`src/rtl/svc_axi_sram_if.sv`:
```
// AXI4 subordinate that turns AXI read/write bursts into single-beat SRAM commands.
// One burst in flight at a time; reads and writes alternate when both are pending.
module svc_axi_sram_if #(
    parameter int AXI_ADDR_WIDTH  = 20,
    parameter int AXI_DATA_WIDTH  = 16,
    parameter int AXI_ID_WIDTH    = 4,
    parameter int LSB             = $clog2(AXI_DATA_WIDTH / 8),
    parameter int SRAM_ADDR_WIDTH = AXI_ADDR_WIDTH - LSB
) (
    input  logic                        clk,
    input  logic                        rst,

    input  logic                        s_axi_awvalid,
    output logic                        s_axi_awready,
    input  logic [AXI_ID_WIDTH-1:0]     s_axi_awid,
    input  logic [AXI_ADDR_WIDTH-1:0]   s_axi_awaddr,
    input  logic [7:0]                  s_axi_awlen,
    input  logic [2:0]                  s_axi_awsize,
    input  logic [1:0]                  s_axi_awburst,

    input  logic                        s_axi_wvalid,
    output logic                        s_axi_wready,
    input  logic [AXI_DATA_WIDTH-1:0]   s_axi_wdata,
    input  logic [AXI_DATA_WIDTH/8-1:0] s_axi_wstrb,
    input  logic                        s_axi_wlast,

    output logic                        s_axi_bvalid,
    input  logic                        s_axi_bready,
    output logic [AXI_ID_WIDTH-1:0]     s_axi_bid,
    output logic [1:0]                  s_axi_bresp,

    input  logic                        s_axi_arvalid,
    output logic                        s_axi_arready,
    input  logic [AXI_ID_WIDTH-1:0]     s_axi_arid,
    input  logic [AXI_ADDR_WIDTH-1:0]   s_axi_araddr,
    input  logic [7:0]                  s_axi_arlen,
    input  logic [2:0]                  s_axi_arsize,
    input  logic [1:0]                  s_axi_arburst,

    output logic                        s_axi_rvalid,
    input  logic                        s_axi_rready,
    output logic [AXI_ID_WIDTH-1:0]     s_axi_rid,
    output logic [AXI_DATA_WIDTH-1:0]   s_axi_rdata,
    output logic [1:0]                  s_axi_rresp,
    output logic                        s_axi_rlast,

    output logic                        sram_cmd_valid,
    input  logic                        sram_cmd_ready,
    output logic [SRAM_ADDR_WIDTH-1:0]  sram_cmd_addr,
    output logic                        sram_cmd_wr_en,
    output logic [AXI_DATA_WIDTH-1:0]   sram_cmd_wr_data,
    output logic [AXI_DATA_WIDTH/8-1:0] sram_cmd_wr_strb,

    input  logic                        sram_resp_rd_valid,
    output logic                        sram_resp_rd_ready,
    input  logic [AXI_DATA_WIDTH-1:0]   sram_resp_rd_data
);

    localparam logic [1:0] RESP_OKAY = 2'b00;

    typedef enum logic [1:0] {
        IDLE,
        READ,
        WRITE,
        WRITE_RESP
    } state_t;

    state_t                      state_q, state_d;
    logic                        last_wr_q, last_wr_d;
    logic [AXI_ID_WIDTH-1:0]     id_q, id_d;
    logic [SRAM_ADDR_WIDTH-1:0]  addr_q, addr_d;
    logic [7:0]                  len_q, len_d;
    logic [8:0]                  cmd_cnt_q, cmd_cnt_d;
    logic [8:0]                  resp_cnt_q, resp_cnt_d;
    logic                        grant_rd, grant_wr;

    logic unused_ok;
    assign unused_ok = &{1'b0, s_axi_awsize, s_axi_awburst, s_axi_arsize, s_axi_arburst,
                         s_axi_wlast, s_axi_awaddr[LSB-1:0], s_axi_araddr[LSB-1:0]};

    // Contested grant goes to whichever direction was not served last.
    assign grant_rd = s_axi_arvalid && (!s_axi_awvalid || last_wr_q);
    assign grant_wr = s_axi_awvalid && (!s_axi_arvalid || !last_wr_q);

    always_comb begin
        state_d            = state_q;
        last_wr_d          = last_wr_q;
        id_d               = id_q;
        addr_d             = addr_q;
        len_d              = len_q;
        cmd_cnt_d          = cmd_cnt_q;
        resp_cnt_d         = resp_cnt_q;
        s_axi_awready      = 1'b0;
        s_axi_arready      = 1'b0;
        s_axi_wready       = 1'b0;
        s_axi_bvalid       = 1'b0;
        s_axi_bid          = id_q;
        s_axi_bresp        = RESP_OKAY;
        s_axi_rvalid       = 1'b0;
        s_axi_rid          = id_q;
        s_axi_rdata        = sram_resp_rd_data;
        s_axi_rresp        = RESP_OKAY;
        s_axi_rlast        = 1'b0;
        sram_cmd_valid     = 1'b0;
        sram_cmd_addr      = addr_q;
        sram_cmd_wr_en     = 1'b0;
        sram_cmd_wr_data   = '0;
        sram_cmd_wr_strb   = '0;
        sram_resp_rd_ready = 1'b0;

        case (state_q)
            IDLE: begin
                s_axi_arready = grant_rd;
                s_axi_awready = grant_wr;
                if (grant_rd) begin
                    id_d       = s_axi_arid;
                    addr_d     = s_axi_araddr[AXI_ADDR_WIDTH-1:LSB];
                    len_d      = s_axi_arlen;
                    cmd_cnt_d  = '0;
                    resp_cnt_d = '0;
                    state_d    = READ;
                end else if (grant_wr) begin
                    id_d      = s_axi_awid;
                    addr_d    = s_axi_awaddr[AXI_ADDR_WIDTH-1:LSB];
                    len_d     = s_axi_awlen;
                    cmd_cnt_d = '0;
                    state_d   = WRITE;
                end
            end

            READ: begin
                sram_cmd_valid = (cmd_cnt_q <= {1'b0, len_q});
                if (sram_cmd_valid && sram_cmd_ready) begin
                    addr_d    = addr_q + SRAM_ADDR_WIDTH'(1);
                    cmd_cnt_d = cmd_cnt_q + 9'd1;
                end
                // Read data is forwarded combinationally; no buffering here.
                s_axi_rvalid       = sram_resp_rd_valid;
                sram_resp_rd_ready = s_axi_rready;
                s_axi_rlast        = (resp_cnt_q == {1'b0, len_q});
                if (s_axi_rvalid && s_axi_rready) begin
                    resp_cnt_d = resp_cnt_q + 9'd1;
                    if (s_axi_rlast) begin
                        state_d   = IDLE;
                        last_wr_d = 1'b0;
                    end
                end
            end

            WRITE: begin
                sram_cmd_valid   = s_axi_wvalid;
                s_axi_wready     = sram_cmd_ready;
                sram_cmd_wr_en   = 1'b1;
                sram_cmd_wr_data = s_axi_wdata;
                sram_cmd_wr_strb = s_axi_wstrb;
                if (s_axi_wvalid && sram_cmd_ready) begin
                    if (cmd_cnt_q == {1'b0, len_q}) begin
                        state_d = WRITE_RESP;
                    end else begin
                        addr_d    = addr_q + SRAM_ADDR_WIDTH'(1);
                        cmd_cnt_d = cmd_cnt_q + 9'd1;
                    end
                end
            end

            WRITE_RESP: begin
                s_axi_bvalid = 1'b1;
                if (s_axi_bready) begin
                    state_d   = IDLE;
                    last_wr_d = 1'b1;
                end
            end

            default: state_d = IDLE;
        endcase
    end

    always_ff @(posedge clk) begin
        if (rst) begin
            state_q   <= IDLE;
            last_wr_q <= 1'b1;
        end else begin
            state_q   <= state_d;
            last_wr_q <= last_wr_d;
        end
    end

    // Burst bookkeeping is always loaded on the AR/AW handshake, so it needs no reset.
    always_ff @(posedge clk) begin
        id_q       <= id_d;
        addr_q     <= addr_d;
        len_q      <= len_d;
        cmd_cnt_q  <= cmd_cnt_d;
        resp_cnt_q <= resp_cnt_d;
    end

endmodule

```
`config.mk`:
```
export PLATFORM = sky130hd
export DESIGN_NAME = svc_axi_sram_if
export DESIGN_NICKNAME = d
export VERILOG_FILES = /design/src/rtl/svc_axi_sram_if.sv
export SDC_FILE = /design/constraint.sdc
export NUM_CORES = 1
export LEC_CHECK = 0
export CAP_MARGIN = 15
export CORE_AREA = 3 3 104 106
export CTS_CLUSTER_DIAMETER = 60
export DETAILED_ROUTE_END_ITERATION = 10
export DIE_AREA = 0 0 107 109
export MAX_ROUTING_LAYER = met4
export PLACE_DENSITY = 0.83
export SLEW_MARGIN = 20
export SYNTH_ARGS = -nofsm -noshare
export SYNTH_HDL_FRONTEND = slang
export SYNTH_SLANG_ARGS = --single-unit
```
`constraint.sdc`:
```
create_clock -name clk -period 3.3 [get_ports clk]
set_input_delay 0.825 -clock clk [delete_from_list [all_inputs] [get_ports clk]]
set_output_delay 0.825 -clock clk [all_outputs]
set_load 0.01 [all_outputs]
```
== Word-level counts from Yosys, hierarchy flattened ==
Cells that the tools add are included.
Word-level totals
  register bits after elaboration: 52
  bits of input ports: 118
  output and inout bits: 74
  logic and storage cells: 87
Operators by class
  $add $sub $neg: 3
  $lt $le $gt $ge: 1
  equality and inequality tests: 14
  mux-type cells: 42
  reductions and logical operators: 20
Operators by type and width (count)
  19-bit two-way mux: 5
  9-bit two-way mux: 7
  19-bit case mux with 3 select lines: 1
  9-bit case mux with 3 select lines: 1
  19-bit by 1-bit adder with 19-bit output (second input constant): 1
  9-bit by 1-bit adder with 9-bit output (second input constant): 2
  9-bit by 8-bit equality test with 1-bit output: 2
  9-bit case mux with 2 select lines: 1
  16-bit two-way mux: 1
  2-bit two-way mux: 8
  8-bit two-way mux: 2
  2-bit != test (second input constant): 8
  1-bit two-way mux: 11
  9-bit by 8-bit less-or-equal comparator with 1-bit output: 1
  4-bit two-way mux: 2
  2-bit case mux with 4 select lines: 1
  6-bit AND reduction: 1
  2-bit nonzero test: 3
  1-bit logical AND: 5
  5-bit AND reduction: 1
  2-bit equality test (second input constant): 2
  1-bit case mux with 2 select lines: 2
  4-bit AND reduction: 1
  1-bit logical NOT: 3
  other kinds (7): 8

== Longest topological paths before layout ==
Gate-level depths: netlist (run 1).
  depth after elaboration: 6
  mapped depth: 7
  gate-level depth less buffers: 7

== Least setup slack after synthesis (run 1) ==
Ideal clock, no wire load.
  path type: register to register
  from: register cmd_cnt_q[3]
  to: register cmd_cnt_q[0] (enable)
  library setup time: 423 ps
  arrival time: 2751 ps
  required time: 2877 ps
  path slack: 127 ps
  cell stages (with the launch flop): 7
  buffers on the path: 0
  period minus slack after synthesis: 3173 ps
  path through: edfxtp_1 -> ha_1 -> nand3_1 -> nor3_4 -> nor2_1 -> o2bb2ai_1 -> a21oi_1
Between the ends
  longest elaborated chain between the ends: 4
  elaborated cells between the ends (all ways): 6
  those cells by class: order compare: 1; eq/ne: 3; reduce/logical: 2
RTL lines
  start, declared: line 73  | logic [8:0] cmd_cnt_q, cmd_cnt_d;
  start signal, assigned: line 193  | cmd_cnt_q <= cmd_cnt_d;
  9-bit by 8-bit less-or-equal comparator with 1-bit output: line 132  | sram_cmd_valid = (cmd_cnt_q <= {1'b0, len_q});
  1-bit logical AND: line 133  | if (sram_cmd_valid && sram_cmd_ready) begin
  2-bit != test (no line)
  5-bit AND reduction (no line) (*)
Every way passes the cells marked *; elsewhere a longest branch is shown, timed or not.
A chain may end at the register's enable or synchronous reset.

== Worst setup path in the final report (run 1) ==
  from: register state_q[0]
  to: output port s_axi_wready
Between the ends
  longest elaborated chain between the ends: 2
RTL lines
  start, declared: line 68  | state_t state_q, state_d;
  start signal, assigned: line 183  | state_q <= state_d;
  2-bit equality test: line 111  | case (state_q)
  1-bit two-way mux: line 111
  end, declared: line 22  | output logic s_axi_wready,
No other way between the ends.

==> flow_summary.ini, run 1 <==
[status]
status = finished clean

[sta]
timing_hold_violations_final = 0
rsz0062_at_grt = no
finClkSkew_ns = 0.007243
slew_violations = 0
fin_hold_ws_ns = 0.5386
setup_tns_ns = 0
setup_viol = 0
min_period_ns = 2.995
timing.final.crit_share_pct = 90.75
timing.slew.headroom_pct = 41.08
timing.fmax_mhz = 333.9
tightest_slew_ns = 0.8839

[worst_setup_path]
ff2ff_path_depth = 7
startpoint_type = register
cp_num_buf_inv = 2
r2r_end = cmd_cnt_q[4]
crit_path_end_kind = primary output
cp_max_fo = 25
crit_chain = inv_1, ha_1, and2_1, clkdlybuf4s50_1
arrival_ns = 2.17
cp_slowest_cell = ha_1
cp-startpoint = state_q[0]
cpLargestDelayFamily = buffers and inverters
slowest_delay_ns = 0.58
reg2reg_from = state_q[0]
crit_required_ns = 2.47
crit_type = reg -> out
r2r_slack_ns = 1.01

[global_routing]
grt_usage_pct = 15.77
antenna_found_initial = 0
first_global_vias = 2977
grt_max_degree = 48
overflow = 0
grt_pass1_wl_um = 14420

[power_and_ir_drop]
vdd_drop_max_mv = 0.3620
p_per_area_nw_per_um2 = 776.3
p_leak_nw = 2.002
power.total_mw = 4.058

[cells_and_area]
antennaDiodeCount = 0
final_cell_mix = clkdlybuf4s50_1 (141), edfxtp_1 (49), nor2_1 (28)
drive_above_1_share_pct = 5.680
stdcell_area_sq_um = 5228
layout_commonest_cell = clkdlybuf4s50_1
nets = 626
area_growth_pct = 41.77
finalNonFillerCells = 626

[logic_synthesis]
synth_top_cell_by_area = edfxtp_1
synth.distinct_cells = 49
synth.area.top_cells = edfxtp_1 (40%), mux2_1 (6.7%), ha_1 (5.4%), buf_4 (5.1%), xor2_1 (4.8%)
synth-edff-count = 49
ys_ff_latch = 52
synth_top_area_share_pct = 39.90
syn-mean-instance-area_sq_um = 9.993
synth_area_sq_um = 3687
syn_inst = 369
async_flop_share_pct = 0
seq_area_frac_synth_pct = 41.53
ys_warn_count = 0
ys.flop_type = edfxtp_1

[worst_hold_path]
holdCritStartpoint = state_q[1]
hp-class = reg -> reg
whs_endpoint = state_q[1]
hold_depth = 2

[clock_network]
clk_pin_slew_ns = 0.10
cts_tree = built
ctsHoldBuffers = 0
insertion_delay_ns = 0.30
cts_buffers = 5
htreeDepth = 2
cts_buffer_depth = 2
root_buffer = clkbuf_8
numClockSinks = 52

[routing]
routed_wl_um = 9203
drc = 0
routedWlPerCell_um = 14.70
num_vias = 3068
drt_iter0_markers = 154
drtAntennaViolNets = 0
avgViaCountPerCell = 4.901
dr.pass1.iters = 4

[floorplan]
io_pins = 192
coreArea_sq_um = 9864
num_rows = 36
initial_core_util_pct = 37.38
dieHeight_um = 109
dieArea_sq_um = 11660
die_x_um = 107

[place]
placement.cell_area_sq_um = 5102
dp_cells = 616
io_buffers = 142
place.gp.congestion = 0.8658
post-dp-hpwl_um = 7328

[flow_run]
drv_cap = 0
==> sequential cells by signal, summed over array words and instances (netlist names) <==
name           count
len_q              8
state_q            2
sram_cmd_addr     19
cmd_cnt_q          9
resp_cnt_q         9
s_axi_bid          4
last_wr_q          1
==> synth_stat cells (2+ instances only) <==
cell type,number
ha_1,16
o21ai_1,9
or3_1,6
inv_2,2
nand3_1,16
edfxtp_1,49
a21boi_1,4
mux2_1,22
and3_1,5
clkbuf_1,8
buf_2,3
and2_1,27
nand4_1,3
a211oi_1,2
and4_1,2
o21ai_0,7
inv_1,20
nand2_1,26
nor3_2,2
mux2i_1,9
nor2b_1,4
nor2_1,28
xor2_1,20
xnor2_1,10
a21oi_1,18
buf_4,25
a21o_1,2
dfxtp_1,3
==> stage by stage <==
step	utilization (%)	setup slack [ns]
after global placement	51.73	0.2794
final	52.99	0.3052
after CTS	52.97	0.03901
after global routing	52.99	0.1218
after floorplan	-	0.1266
after detailed placement	51.73	0.2352
==> per-layer routing <==
| metal | part of all wire, % | global-route usage, % | wire length [um] |
|---|---|---|---|
| met3 | 6.6 | 2.664 | 603 |
| met4 | 1.0 | 3.653 | 92 |
| met1 | 41 | 18.23 | 3764 |
| met2 | 52 | 28.73 | 4742 |
| met5 | 0 | - | 0 |
==> worst reg2reg max path, stage by stage (launching register included) <==
cell and delay [ns]:
dfxtp_1 0.40, inv_1 0.12, ha_1 0.44, a22o_1 0.31
nor2_1 0.09, o211ai_1 0.10, a21oi_2 0.12, buf_4 0.36
==> where the power goes <==
group          switching, mW  internal (mW)
sequential             0.311           1.22
clock                  0.212          0.226
combinational           1.09          0.997
total                   1.62           2.44
==> final cells by class <==
cell class | instances | area (sq um)
sequential | 52 | 1531
clock buffer | 6 | 72.57
clock inverter | 2 | 35.03
multi-input combinational | 262 | 1863
inverter | 22 | 82.58
tap | 133 | 166.4
timing repair buffer | 149 | 1476
fill | 869 | 4637
==> kinds of logic after synthesis <==
| kind of cell | after synthesis | share of synthesized area [%] |
|---|---|---|
| buf+inv | 58 | 8.551 |
| mux | 32 | 9.467 |
| xor+xnor | 30 | 7.126 |
| compound gates | 54 | 9.637 |
| simple gates | 126 | 18.15 |
| flops | 52 | 41.53 |
| fa+ha+maj | 16 | 5.429 |
| other cells | 1 | 0.1017 |
==> worst max path at each step <==
stage	endpoint	slack, ns	cells past startpoint
2_1_floorplan	cmd_cnt_q[0]	0.13	6
3_3_place_gp	s_axi_arready	0.28	4
3_5_place_dp	sram_cmd_valid	0.24	7
4_1_cts	sram_cmd_valid	0.04	8
5_1_grt	s_axi_wready	0.12	4
6_report	s_axi_wready	0.31	4
==> timing repair <==
action,4_1_cts,5_1_grt
pin swaps,1,0
resized for setup,0,1
setup buffers,2,0
endpoints found under the setup margin,1,1
Note: power is estimated with default switching activity, not from simulation.
==> inputs of run 2 (changes only) <==
--- a/config.mk
+++ b/config.mk
@@ -5,13 +5,14 @@
 export SDC_FILE = /design/constraint.sdc
 export NUM_CORES = 1
 export LEC_CHECK = 0
-export CAP_MARGIN = 15
+export CAP_MARGIN = 40
 export CORE_AREA = 3 3 104 106
 export CTS_CLUSTER_DIAMETER = 60
 export DETAILED_ROUTE_END_ITERATION = 10
 export DIE_AREA = 0 0 107 109
 export MAX_ROUTING_LAYER = met4
 export PLACE_DENSITY = 0.83
+export SETUP_SLACK_MARGIN = 0.4
 export SLEW_MARGIN = 20
 export SYNTH_ARGS = -nofsm -noshare
 export SYNTH_HDL_FRONTEND = slang
==> flow_summary.ini, run 2 (same netlist as run 1, synthesis figures left out) <==
[routing]
dr.pass1.iters = 4
avgViaCountPerCell = 5.000
drc = 0
drtAntennaViolNets = 0
drt_iter0_markers = 135
num_vias = 3170
routedWlPerCell_um = 15.51
routed_wl_um = 9833

[cells_and_area]
final_cell_mix = clkdlybuf4s50_1 (137), edfxtp_1 (49), nor2_1 (28)
largest_reg_flops = 19
drive_above_1_share_pct = 7.784
nets = 634
fillerInstances = 877
layout_commonest_cell = clkdlybuf4s50_1
stdcell_area_sq_um = 5298
antennaDiodeCount = 0
finalNonFillerCells = 634
final_core_util_pct = 53.70
area_growth_pct = 43.67

[clock_network]
cts_tree = built
insertion_delay_ns = 0.31
cts_buffers = 5
root_buffer = clkbuf_8
clk_pin_slew_ns = 0.10
numClockSinks = 52
htreeDepth = 2
cts_buffer_depth = 2

[worst_hold_path]
hp-class = reg -> reg

[place]
placement.cell_area_sq_um = 5102
io_buffers = 142
place.gp.congestion = 0.8688
post-dp-hpwl_um = 7601
dp_cells = 616
dpl_worst_slack_ns = 0.2571

[sta]
rsz0062_at_grt = yes
timing.final.crit_share_pct = 85.21
worst_slack_ns = 0.4880
timing_hold_violations_final = 0
timing.fmax_mhz = 355.6
fin_hold_ws_ns = 0.5368
tightest_slew_ns = 0.5028
finClkSkew_ns = 0.009785
slew_violations = 0
min_period_ns = 2.812
setup_viol = 0
timing.slew.headroom_pct = 66.22
setup_tns_ns = 0

[worst_setup_path]
arrival_ns = 1.99
cp_num_buf_inv = 2
critical_path.most_common_cell = clkdlybuf4s50_1
startpoint_type = input pin
crit_chain = clkdlybuf4s50_1, and2_1, clkdlybuf4s50_1
cp_slowest_cell = clkdlybuf4s50_1
crit_type = in -> out
crit_required_ns = 2.47
crit_path_end_kind = primary output
cp_max_fo = 3
cpLargestDelayFamily = buffers and inverters
slowest_delay_ns = 0.53

[power_and_ir_drop]
vdd_drop_max_mv = 0.2875
power.total_mw = 4.173
p_leak_nw = 2.045
p_per_area_nw_per_um2 = 787.7

[global_routing]
overflow = 0
grt_pass1_wl_um = 14720
grt_max_degree = 48
first_global_vias = 3032
antenna_found_initial = 0
grt_usage_pct = 16.39

[floorplan]
die_x_um = 107
dieArea_sq_um = 11660
num_rows = 36
dieHeight_um = 109
io_pins = 192
initial_core_util_pct = 37.38
coreArea_sq_um = 9864

[flow_run]
drv_cap = 0

[status]
status = finished clean
[run 2: metal layers]
metal	track usage, %	vias to the layer above	routed length (um)
met1	18.11	1495	3894
met5	-	-	0
met3	2.427	17	518
met2	30.58	123	5247
met4	4.932	0	174
li1	-	1535	-
[run 2: where the power goes]
part,internal [mW],switching [mW]
sequential,1.22,0.309
combinational,1.06,1.14
clock,0.221,0.220
[run 2: what timing repair did]
item,CTS,global route
pin swaps,3,1
setup buffers,5,4
hold endpoints to repair,0,0
setup endpoints to repair,23,3
gates resized for setup,5,5
hold buffers,0,0
[run 2: final cells by class]
cell class / count / area [sq um] / area share, %
Multi-Input combinational cell: 262 / 1883 / 35.55
Tap cell: 133 / 166.4 / 3.141
Timing Repair Buffer: 157 / 1528 / 28.84
Inverter: 22 / 82.58 / 1.559
Clock buffer: 5 / 68.82 / 1.299
Sequential cell: 52 / 1531 / 28.91
Clock inverter: 3 / 37.54 / 0.7085
[run 2: tightest hold or removal path: cells and delay by family (launching register included)]
kind	cells	cell delay, ns
flip-flops	1	0.36
multiplexers	1	0.06
AND/OR/NAND/NOR	1	0.08
[run 2: worst paths after layout]
path,from,endpoint,slack [ns],cells past startpoint
max,sram_cmd_ready,s_axi_wready,0.49,3
min,state_q[1],state_q[1],0.54,2
max reg2reg,cmd_cnt_q[3],sram_cmd_addr[13],1.08,7
min reg2reg,state_q[1],state_q[1],0.54,2
